--- src/rtl/if_prefetch_pkg.sv ---
// Shared types and constants for the instruction-fetch prefetch stage.
package if_prefetch_pkg;

  localparam int          FETCH_BUF_DEPTH      = 4;
  localparam int          FETCH_BUF_DEPTH_LOG2 = 2;
  localparam logic [31:0] RESET_PC_DEF         = 32'h0000_0000;
  localparam logic [31:0] ZERO_WORD            = 32'h0000_0000;
  localparam logic        CHIP_ENABLE          = 1'b1;
  localparam logic        CHIP_DISABLE         = 1'b0;

  // Fetch sequencer: one dead cycle after reset, then fetch forever.
  typedef enum logic {
    ST_IDLE = 1'b0,
    ST_RUN  = 1'b1
  } fetch_state_e;

  // One queued fetch result.
  typedef struct packed {
    logic [31:0] pc;
    logic [31:0] inst;
  } fetch_entry_t;

  // Force a byte address onto a word boundary.
  function automatic logic [31:0] align_word(input logic [31:0] addr);
    return addr & 32'hFFFF_FFFC;
  endfunction

endpackage

--- src/rtl/if_fifo.sv ---
// Synchronous FIFO holding {pc, inst} pairs; clr empties it in one edge.
// Push and pop in the same cycle are legal at any fill level, including full:
// the slot being written is the one the head vacates.
module if_fifo #(
  parameter int DEPTH = 4,
  parameter int WIDTH = 64
) (
  input  logic                       clk,
  input  logic                       rst,
  input  logic                       clr,
  input  logic                       push,
  input  logic                       pop,
  input  logic [WIDTH-1:0]           din,
  output logic [WIDTH-1:0]           dout,
  output logic [$clog2(DEPTH):0]     count
);

  localparam int AW = $clog2(DEPTH);
  localparam int CW = AW + 1;

  logic [WIDTH-1:0] mem_q [DEPTH];
  logic [WIDTH-1:0] mem_d [DEPTH];
  logic [AW-1:0]    wr_ptr_q, wr_ptr_d;
  logic [AW-1:0]    rd_ptr_q, rd_ptr_d;
  logic [CW-1:0]    count_q, count_d;

  // Next-state for storage, pointers and fill count; clear wins over push/pop.
  always_comb begin
    mem_d    = mem_q;
    wr_ptr_d = wr_ptr_q;
    rd_ptr_d = rd_ptr_q;
    count_d  = count_q;
    if (clr) begin
      wr_ptr_d = {AW{1'b0}};
      rd_ptr_d = {AW{1'b0}};
      count_d  = {CW{1'b0}};
    end else begin
      if (push) begin
        mem_d[wr_ptr_q] = din;
        wr_ptr_d        = wr_ptr_q + AW'(1);
      end else begin
        wr_ptr_d = wr_ptr_q;
      end
      if (pop) begin
        rd_ptr_d = rd_ptr_q + AW'(1);
      end else begin
        rd_ptr_d = rd_ptr_q;
      end
      case ({push, pop})
        2'b10:   count_d = count_q + CW'(1);
        2'b01:   count_d = count_q - CW'(1);
        default: count_d = count_q;
      endcase
    end
  end

  // State registers with synchronous reset.
  always_ff @(posedge clk) begin
    if (rst) begin
      for (int i = 0; i < DEPTH; i++) begin
        mem_q[i] <= {WIDTH{1'b0}};
      end
      wr_ptr_q <= {AW{1'b0}};
      rd_ptr_q <= {AW{1'b0}};
      count_q  <= {CW{1'b0}};
    end else begin
      for (int i = 0; i < DEPTH; i++) begin
        mem_q[i] <= mem_d[i];
      end
      wr_ptr_q <= wr_ptr_d;
      rd_ptr_q <= rd_ptr_d;
      count_q  <= count_d;
    end
  end

  // Head entry straight from storage; zero when empty.
  always_comb begin
    if (count_q != {CW{1'b0}}) begin
      dout = mem_q[rd_ptr_q];
    end else begin
      dout = {WIDTH{1'b0}};
    end
  end

  assign count = count_q;

endmodule

--- src/rtl/if_prefetch.sv ---
// Instruction-fetch stage: drives the combinational ROM and buffers fetched
// words in a small queue so ID stalls never drop an instruction.
module if_prefetch
  import if_prefetch_pkg::*;
#(
  parameter int          DEPTH    = FETCH_BUF_DEPTH,
  parameter logic [31:0] RESET_PC = RESET_PC_DEF
) (
  input  logic        clk,
  input  logic        rst,
  input  logic        flush,
  input  logic [31:0] flush_pc,
  input  logic        id_ready,
  output logic        rom_ce,
  output logic [31:0] rom_addr,
  input  logic [31:0] rom_inst,
  output logic        if_valid,
  output logic [31:0] if_pc,
  output logic [31:0] if_inst
);

  localparam int CW = $clog2(DEPTH) + 1;

  fetch_state_e  state_q, state_d;
  logic [31:0]   fetch_pc_q, fetch_pc_d;
  logic          run_s;
  logic          push_s;
  logic          pop_s;
  logic [CW-1:0] count_s;
  fetch_entry_t  tail_s;
  fetch_entry_t  head_s;
  logic [63:0]   fifo_dout_s;

  // Sequencer, fetch-address update and push/pop arbitration (flush beats push/pop).
  always_comb begin
    state_d    = state_q;
    fetch_pc_d = fetch_pc_q;
    run_s      = 1'b0;
    case (state_q)
      ST_IDLE: begin
        run_s   = 1'b0;
        state_d = ST_RUN;
      end
      ST_RUN: begin
        run_s   = 1'b1;
        state_d = ST_RUN;
      end
      default: begin
        run_s   = 1'b0;
        state_d = ST_IDLE;
      end
    endcase

    pop_s  = (count_s != {CW{1'b0}}) & id_ready & ~flush;
    push_s = run_s & ~flush & ((count_s < CW'(DEPTH)) | pop_s);

    if (flush) begin
      fetch_pc_d = align_word(flush_pc);
    end else if (push_s) begin
      fetch_pc_d = fetch_pc_q + 32'd4;
    end else begin
      fetch_pc_d = fetch_pc_q;
    end
  end

  // Sequencer state and fetch address registers.
  always_ff @(posedge clk) begin
    if (rst) begin
      state_q    <= ST_IDLE;
      fetch_pc_q <= RESET_PC;
    end else begin
      state_q    <= state_d;
      fetch_pc_q <= fetch_pc_d;
    end
  end

  assign tail_s.pc   = fetch_pc_q;
  assign tail_s.inst = rom_inst;

  if_fifo #(
    .DEPTH (DEPTH),
    .WIDTH (64)
  ) u_fifo (
    .clk   (clk),
    .rst   (rst),
    .clr   (flush),
    .push  (push_s),
    .pop   (pop_s),
    .din   (tail_s),
    .dout  (fifo_dout_s),
    .count (count_s)
  );

  assign head_s = fifo_dout_s;

  // Output drive: ROM interface from the sequencer, ID interface from the queue head.
  always_comb begin
    if (run_s) begin
      rom_ce = CHIP_ENABLE;
    end else begin
      rom_ce = CHIP_DISABLE;
    end
    rom_addr = fetch_pc_q;
    if_valid = (count_s != {CW{1'b0}});
    if_pc    = head_s.pc;
    if_inst  = head_s.inst;
  end

endmodule
--- config.mk ---
export PLATFORM = sky130hd
export DESIGN_NAME = if_prefetch
export DESIGN_NICKNAME = d
export VERILOG_FILES = /design/src/rtl/if_prefetch_pkg.sv /design/src/rtl/if_fifo.sv /design/src/rtl/if_prefetch.sv
export SDC_FILE = /design/constraint.sdc
export NUM_CORES = 1
export LEC_CHECK = 0
export BUFFER_PORTS_ARGS = -buffer_cell sky130_fd_sc_hd__buf_2
export CAP_MARGIN = 30
export CORE_MARGIN = 2
export CORE_UTILIZATION = 60
export DETAILED_ROUTE_END_ITERATION = 7
export GPL_TIMING_DRIVEN = 0
export HOLD_SLACK_MARGIN = 0.15
export PLACE_DENSITY = 0.82
export SLEW_MARGIN = 20
export SYNTH_ARGS = -nofsm -noshare
export SYNTH_HDL_FRONTEND = slang
export SYNTH_SLANG_ARGS = --single-unit
--- constraint.sdc ---
create_clock -name clk -period 5.28 [get_ports clk]
set_input_delay 0.792 -clock clk [delete_from_list [all_inputs] [get_ports clk]]
set_output_delay 0.792 -clock clk [all_outputs]
set_load 0.02 [all_outputs]
==> metrics.md, run 1 <==
| Metric | Value |
|---|---|
| Status | finished, final reports clean |
| Final Hold Vio Count | 0 |
| RSZ-0062 raised after global routing | false |
| Postcts setup bufs | 0 |
| Number of global-route vias before repair | 11500 |
| Synth Area in Compound Gates | 13.3% |
| Placed insts | 1960 |
| Largest net degree at the start of global routing | 15 |
| Post-synthesis cell area | ~0.013 mm^2 |
| Dpl hpwl | 25400 um |
| Die area | approximately 0.023 mm^2 |
| Vias | 12100 |
| Max VDD drop | 231 uV |
| Post-Synth XOR/XNOR Area | 0.890% |
| Clk_skew | 0.0113 ns |
| Max Fclk | between 200 and 300 MHz |
| Placer Congestion | 0.911 |
| Final period demand of the worst path | 3.69 ns |
| GR met2 Demand/Resource | 56.5% |
| Clock sinks | roughly 290 |
| Filler cell count | 1662 |
| Worst reg2reg path depth | 9 |
| Synthesis-stage register bit count | 286 |
| Grt total ovfl | 0 |
| Final ANT Viol Nets | 0 |
| # nets final | between 1500 and 2000 |
| Initial antenna violation count | 2 |
| Row count | 53 |
| Post-Route WL | 38400 um |
| HP Class | reg2reg |
| CP arrival | 2.90 ns |
| Maxcap violations | 0 |
| Final setup viols | 0 |
| Grt peak-use layer | met2 |
| DRC viols | 0 |
| Pins Over Slew Limit | 0 |
| Final worst path period share | 69.9% |
| Critical path capture point type | output port |
| Largest family of logic cells by synthesized area | simple AND/OR/NAND/NOR gates |
| Clk slew on worst S/H paths | 0.06 ns |
| Most frequent cells in the layout | 512 x nand2_1, 286 x dfxtp_1, 252 x a21oi_1 |
| DIE WIDTH | about 150 um |
| CP startpoint | u_fifo.rd_ptr_q[0] |
| Wirelength per Cell | 19.0 um |
| CTS tree | yes |
| Startpoint Class | flip-flop |
| P_leak | 5.40 nW |
| Crit path to | if_pc[19] |
| Class of the most critical setup path | reg2out |
| Drt first pass iters | 5 |
| Vias per inst | 6.00 |
| Layout cells sized above 1 | 17.9% |
| Commonest non-fill, non-tap cell in the layout | nand2_1 |
| Reg2Reg Capture Point | u_fifo.count[2] |
| Num CTS Buffers | 30 |
| Htree depth | 1 |
| R2r startpoint | u_fifo.count[2] |
| Post-CTS Resized | 0 |
| Post-synth ARST share | 0% |
| Die Y | roughly 150 um |
| Initial Util | 61.0% |
| YS warnings | 0 |
| Post-synth EDFFs | 0 |
| Hold_buf cts | 0 |
| Core ar. | 0.0210 mm^2 |
| R2R setup slack | 2.53 ns |
| Port bufs | 159 |
| P per Cell Area | 325 mW/mm^2 |
| Prevailing post-synth register cell | dfxtp_1 |
| Skew-Pair Late Insertion Delay | 0.55 ns |
| Bufs on Longest Clock Path | 3 |
| Gr usage total | around a third |
| Share of the yosys chip area belonging to registers | 44.8% |
| Maximum fanout along the worst path | 10 |
| Met3 Use GR | 6.04% |
| Finished Layout Cells | around 2000 |
| Syn-to-layout area delta | 17.5% |
| Worst-Margin Slew | 0.811 ns |
| Synth Instances | roughly 1500 |
| Global-route wire length before repair | 59000 um |
| Yosys cell types | 57 |
| Total I/O pin count | roughly 170 |
| Root buffer cell | clkbuf_16 |
| Multiplexer share of the synthesized area | 11.0% |
| M1 GR Usage | 41.7% |
| Setup TNS | 0 ns |
| Simple-gate area share of the yosys netlist | 23.6% |
| Slew headroom | 45.9% |
| Avg Cell Area, Syn | around 8.4 um^2 |
| CP required | ~4.5 ns |
| Adder-cell share of the synthesized area | 0.743% |
| Detailed Route Iter0 Violations | 1028 |
## through the flow
stage | instance area [um^2] | power, mW | hold slack [ns] | utilization (%) | setup WS [ns]
3_3_place_gp | 13900 | 2.61 | 0.439 | 66.5 | 2.18
6_report | 15000 | 4.88 | 0.453 | 71.7 | 1.59
3_5_place_dp | 13900 | 2.62 | 0.446 | 66.5 | 2.14
5_1_grt | 15000 | 4.99 | 0.471 | 71.7 | 1.49
2_1_floorplan | 12800 | 2.48 | 0.433 | - | 2.60
4_1_cts | 15000 | 4.87 | 0.454 | 71.7 | 1.57
## cell type report
class	instances	area, um^2	area share (%)
Clock inverter	17	246	1.64
Tap cell	275	344	2.29
Timing Repair Buffer	159	796	5.30
Sequential cell	286	5730	38.1
Inverter	9	33.8	0.225
Clock buffer	39	836	5.56
Buffer	144	696	4.63
Antenna cell	2	5.00	0.0333
Multi-Input combinational cell	1087	6350	42.2
## registers in the layout, summed over array words and instances, names as in the netlist
signal and flops:
state_q 1, u_fifo.wr_ptr_q 2, rom_addr 30, u_fifo.mem_q 248, u_fifo.count 3, u_fifo.rd_ptr_q 2
## worst max-delay path: stages, from the launching register on
cell	delay, ns
dfxtp_1	0.30
clkbuf_1	0.59
buf_2	0.53
mux4_2	0.60
and2_1	0.17
buf_2	0.15
## cell usage after synthesis (6+ instances only)
| library cell | instances | area share, % |
|---|---|---|
| nor3_1 | 7 | 0.27 |
| ha_1 | 6 | 0.59 |
| and3_1 | 8 | 0.39 |
| or3_1 | 6 | 0.29 |
| clkbuf_1 | 109 | 3.2 |
| o31ai_1 | 12 | 0.70 |
| a211oi_1 | 7 | 0.41 |
| xor2_1 | 7 | 0.48 |
| mux4_2 | 62 | 11 |
| nand3_1 | 14 | 0.55 |
| dfxtp_1 | 286 | 45 |
| xnor2_1 | 6 | 0.41 |
| a21oi_1 | 252 | 9.9 |
| inv_1 | 8 | 0.23 |
| and2_1 | 65 | 3.2 |
| a311oi_1 | 10 | 0.68 |
| buf_6 | 7 | 0.62 |
| and4_1 | 7 | 0.48 |
| nand2_1 | 512 | 15 |
| o21ai_0 | 7 | 0.27 |
| nand4_1 | 13 | 0.64 |
| nor2_1 | 31 | 0.91 |
| buf_2 | 13 | 0.51 |
| or4_1 | 15 | 0.88 |
## logic make-up after synthesis
group	after synthesis
buffers and inverters	153
other	1
multiplexers	63
AO/OA/AOI/OAI	308
XOR/XNOR	13
AND/OR/NAND/NOR	692
flip-flops	286
adder cells (fa/ha/maj)	7
## power breakdown
part	leakage [nW]	internal (mW)	switching, mW	total [mW]
Sequential	2.32	2.20	0.0433	2.24
Combinational	2.56	0.117	0.228	0.345
Clock	0.527	1.41	0.883	2.29
## metal layers
| layer | wire (um) | vias up |
|---|---|---|
| met1 | 14200 | 5727 |
| met4 | 1480 | 0 |
| met2 | 18800 | 704 |
| met5 | 0 | - |
| li1 | - | 5566 |
| met3 | 3970 | 112 |
## worst min path at each step
stage,from,to,slack (ns),cells past startpoint
2_1_floorplan,u_fifo.mem_q[100],u_fifo.mem_q[100],0.43,2
3_3_place_gp,u_fifo.mem_q[151],u_fifo.mem_q[151],0.44,2
3_5_place_dp,u_fifo.mem_q[2],u_fifo.mem_q[2],0.45,2
4_1_cts,u_fifo.mem_q[2],u_fifo.mem_q[2],0.45,2
5_1_grt,u_fifo.mem_q[217],u_fifo.mem_q[217],0.47,2
6_report,u_fifo.mem_q[137],u_fifo.mem_q[137],0.45,2
(Power assumes the default switching activity.)
==> inputs of run 2 (changes only) <==
ABC_AREA = 1   (was default)
CORE_UTILIZATION = 53   (was 60)
PLACE_DENSITY = 0.77   (was 0.82)
clock period = 3.3 ns   (was 5.28 ns; I/O delays follow)
==> metrics.md, run 2 <==
| Metric | Value |
|---|---|
| Postcts setup bufs | 0 (unchanged) |
| Setup TNS | 0 ns (unchanged) |
| Top cell type's share of synthesized area | 42.8% (-2.0 points) |
| RSZ-0062 raised after global routing | false |
| DRC viols | 0 (unchanged) |
| Die Y | 163 um (+8.6%) |
| Hold_buf cts | 0 (unchanged) |
| Placed insts | 2390 (+22%) |
| Gr usage total | 33.3% (-0.065 points) |
| Skew-Pair Late Insertion Delay | 0.55 ns (about the same) |
| Met3 Use GR | 4.33% (-1.7 points) |
| Synth Instances | 1900 (+25%) |
| Slew headroom | 40.4% (-5.5 points) |
| Dpl hpwl | 31200 um (+23%) |
| Max Fclk | 322 MHz |
| Drt first pass iters | 6 (+1) |
| Most used cell, CP | buf_2 |
| Grt total ovfl | 0 (unchanged) |
| Post-CTS Resized | 0 (unchanged) |
| Global-route wire length before repair | 70100 um (+19%) |
| Num CTS Buffers | 30 (unchanged) |
| Die area | 0.0266 mm^2 (+18%) |
| P_leak | 5.64 nW (+4.3%) |
| CP arrival | 2.61 ns (-0.29 ns) |
| Synthesis-stage register bit count | 286 (unchanged) |
| Grt peak-use layer | met2 |
| Commonest non-fill, non-tap cell in the layout | a21oi_1 |
| Largest Register | u_fifo.mem_q |
| GR met2 Demand/Resource | 52.4% (-4.1 points) |
| Clk slew on worst S/H paths | 0.06 ns (about the same) |
| Pins Over Slew Limit | 0 (unchanged) |
| Number of global-route vias before repair | 13000 (+12%) |
| Final period demand of the worst path | just over 3 ns |
| Syn-to-layout area delta | 17.5% (about the same) |
| Total power | 8.16 mW (+67%) |
| Final ANT Viol Nets | 0 (unchanged) |
| Largest net degree at the start of global routing | 15 (unchanged) |
| Commonest cells post-synth | 460 x a21oi_1, 286 x dfxtp_1, 260 x o21ai_0 |
| Filler cell count | 2286 (+38%) |
| Post-Route WL | 45200 um (+18%) |
| Share of the yosys chip area belonging to registers | 42.8% (-2.0 points) |
| HP Class | in2reg |
| Initial antenna violation count | 0 (-2) |
| Post-synth ARST share | 0% (unchanged) |
| Max reg flops | 248 (unchanged) |
| M1 GR Usage | 45.7% (+4.0 points) |
| Yosys top cell by area | dfxtp_1 |
| Max VDD drop | 396 uV (+71%) |
| Detailed Route Iter0 Violations | 2005 (+95%) |
| Initial Util | 53.6% (-7.4 points) |
| DIE WIDTH | 163 um (+8.6%) |
| Placer Congestion | 0.952 (+4.5%) |
| Maxcap violations | 0 (unchanged) |
| Most frequent cells in the layout | 460 x a21oi_1, 286 x dfxtp_1, 260 x o21ai_0 |
| Total I/O pin count | 166 (unchanged) |
| Htree depth | 1 (unchanged) |
| Finished Layout Cells | 2446 (+21%) |
| Yosys cell types | 38 (-33%) |
| Layout cells sized above 1 | 15.1% (-2.8 points) |
| R2R setup slack | 0.84 ns (-1.69 ns) |
| CP max stage cell | clkbuf_1 |
| Startpoint Class | flip-flop |
| Top post-synthesis cells by area | dfxtp_1 43%, a21oi_1 17%, o21ai_0 9.7% |
| Row count | 58 (+9.4%) |
| Max stage delay on crit path | 0.37 ns (-0.23 ns) |
| Status | finished, final reports clean |
| Prevailing post-synth register cell | dfxtp_1 |
| Vias per inst | 5.80 (-3.3%) |
| Port bufs | 157 (-1.3%) |
| Vias | 14200 (+17%) |
| Most frequent cell after synthesis | a21oi_1 |
| Worst path bufs/invs | 5 (+2) |
| Bufs on Longest Clock Path | 3 (unchanged) |
| Worst path cell trace | buf_2 > inv_2 > buf_2 > clkbuf_1 > o21ai_0 > a21oi_1 > buf_2 |
| Root buffer cell | clkbuf_16 |
| Avg Cell Area, Syn | 7.05 um^2 (-16%) |
| YS warnings | 0 (unchanged) |
| Class of the most critical setup path | reg2out |
| Maximum fanout along the worst path | 10 (unchanged) |
| Core ar. | 0.0250 mm^2 (+19%) |
| Final setup viols | 0 (unchanged) |
| Final Hold Vio Count | 0 (unchanged) |
| Clock sinks | 286 (unchanged) |
| CTS tree | yes |
| Critical path capture point type | output port |
| # nets final | 2167 (+21%) |
| Post-synthesis cell area | 0.0134 mm^2 (+4.7%) |
| Post-synth EDFFs | 0 (unchanged) |
| Wirelength per Cell | 18.5 um (-2.8%) |
| Worst-Margin Slew | 0.894 ns (+0.0829 ns) |
| Worst path top cell family by delay | buffers and inverters |
| Clk_skew | 0.0131 ns (+0.00179 ns) |
| P per Cell Area | 519 mW/mm^2 (+60%) |
| Final worst path period share | between 90% and 100% |
| CP required | 2.80 ns (-1.69 ns) |
[run 2: cell count changes in the layout (fill, tap and decap cells not counted), moves of 64 or more]
cell | before | now
a21oi_1 | 252 | 460
and2_1 | 65 | 1
inv_1 | 8 | 191
nand2_1 | 512 | 251
nand3_1 | 14 | 163
o21ai_0 | 7 | 260
[run 2: cell families after synthesis]
logic type	Yosys count	share of synthesized area (%)
flip-flops	286	42.8
AND/OR/NAND/NOR	474	15.6
buffers and inverters	375	12.2
other	1	0.0280
adder cells (fa/ha/maj)	7	0.710
AO/OA/AOI/OAI	757	28.8
[run 2: worst min-delay path, delay by kind of cell]
kind,cells,cell delay [ns]
buf+inv,1,0.09
compound gates,1,0.07
simple gates,1,0.05
[run 2: where the power goes]
part | switching (mW) | total, mW | internal (mW)
Sequential | 0.0526 | 3.58 | 3.53
Clock | 1.46 | 3.87 | 2.41
Combinational | 0.503 | 0.712 | 0.209
Total | 2.02 | 8.16 | 6.14
[run 2: final cells by class]
type	count	area (um^2)	area share, %
Sequential cell	286	5730	36.4
Clock buffer	38	832	5.29
Buffer	178	886	5.63
Tap cell	330	413	2.62
Inverter	197	744	4.73
Timing Repair Buffer	157	786	4.99
Multi-Input combinational cell	1242	6050	38.4
Antenna cell	1	2.50	0.0159
Clock inverter	17	295	1.88
[run 2: per-stage QoR]
step	util, %	area, um^2	hold slack [ns]	setup WS [ns]
floorplan	-	13400	0.429	1.27
global placement	58.5	14600	0.437	0.842
detailed placement	58.5	14600	0.443	0.841
CTS	63.0	15700	0.214	0.246
global route	63.0	15700	0.219	0.146
finish	63.0	15700	0.219	0.197
[run 2: final timing paths]
path | start | to | cells past startpoint
setup / recovery | u_fifo.rd_ptr_q[0] | if_pc[21] | 7
hold / removal | flush_pc[7] | rom_addr[7] | 3
setup reg to reg | u_fifo.wr_ptr_q[0] | u_fifo.mem_q[25] | 6
hold reg to reg | u_fifo.mem_q[78] | u_fifo.mem_q[78] | 2
[run 2: layer usage]
metal	vias up	wire length, um
met5	-	0
met4	0	1770
met3	106	4300
met2	780	20400
met1	6583	18700
li1	6724	-
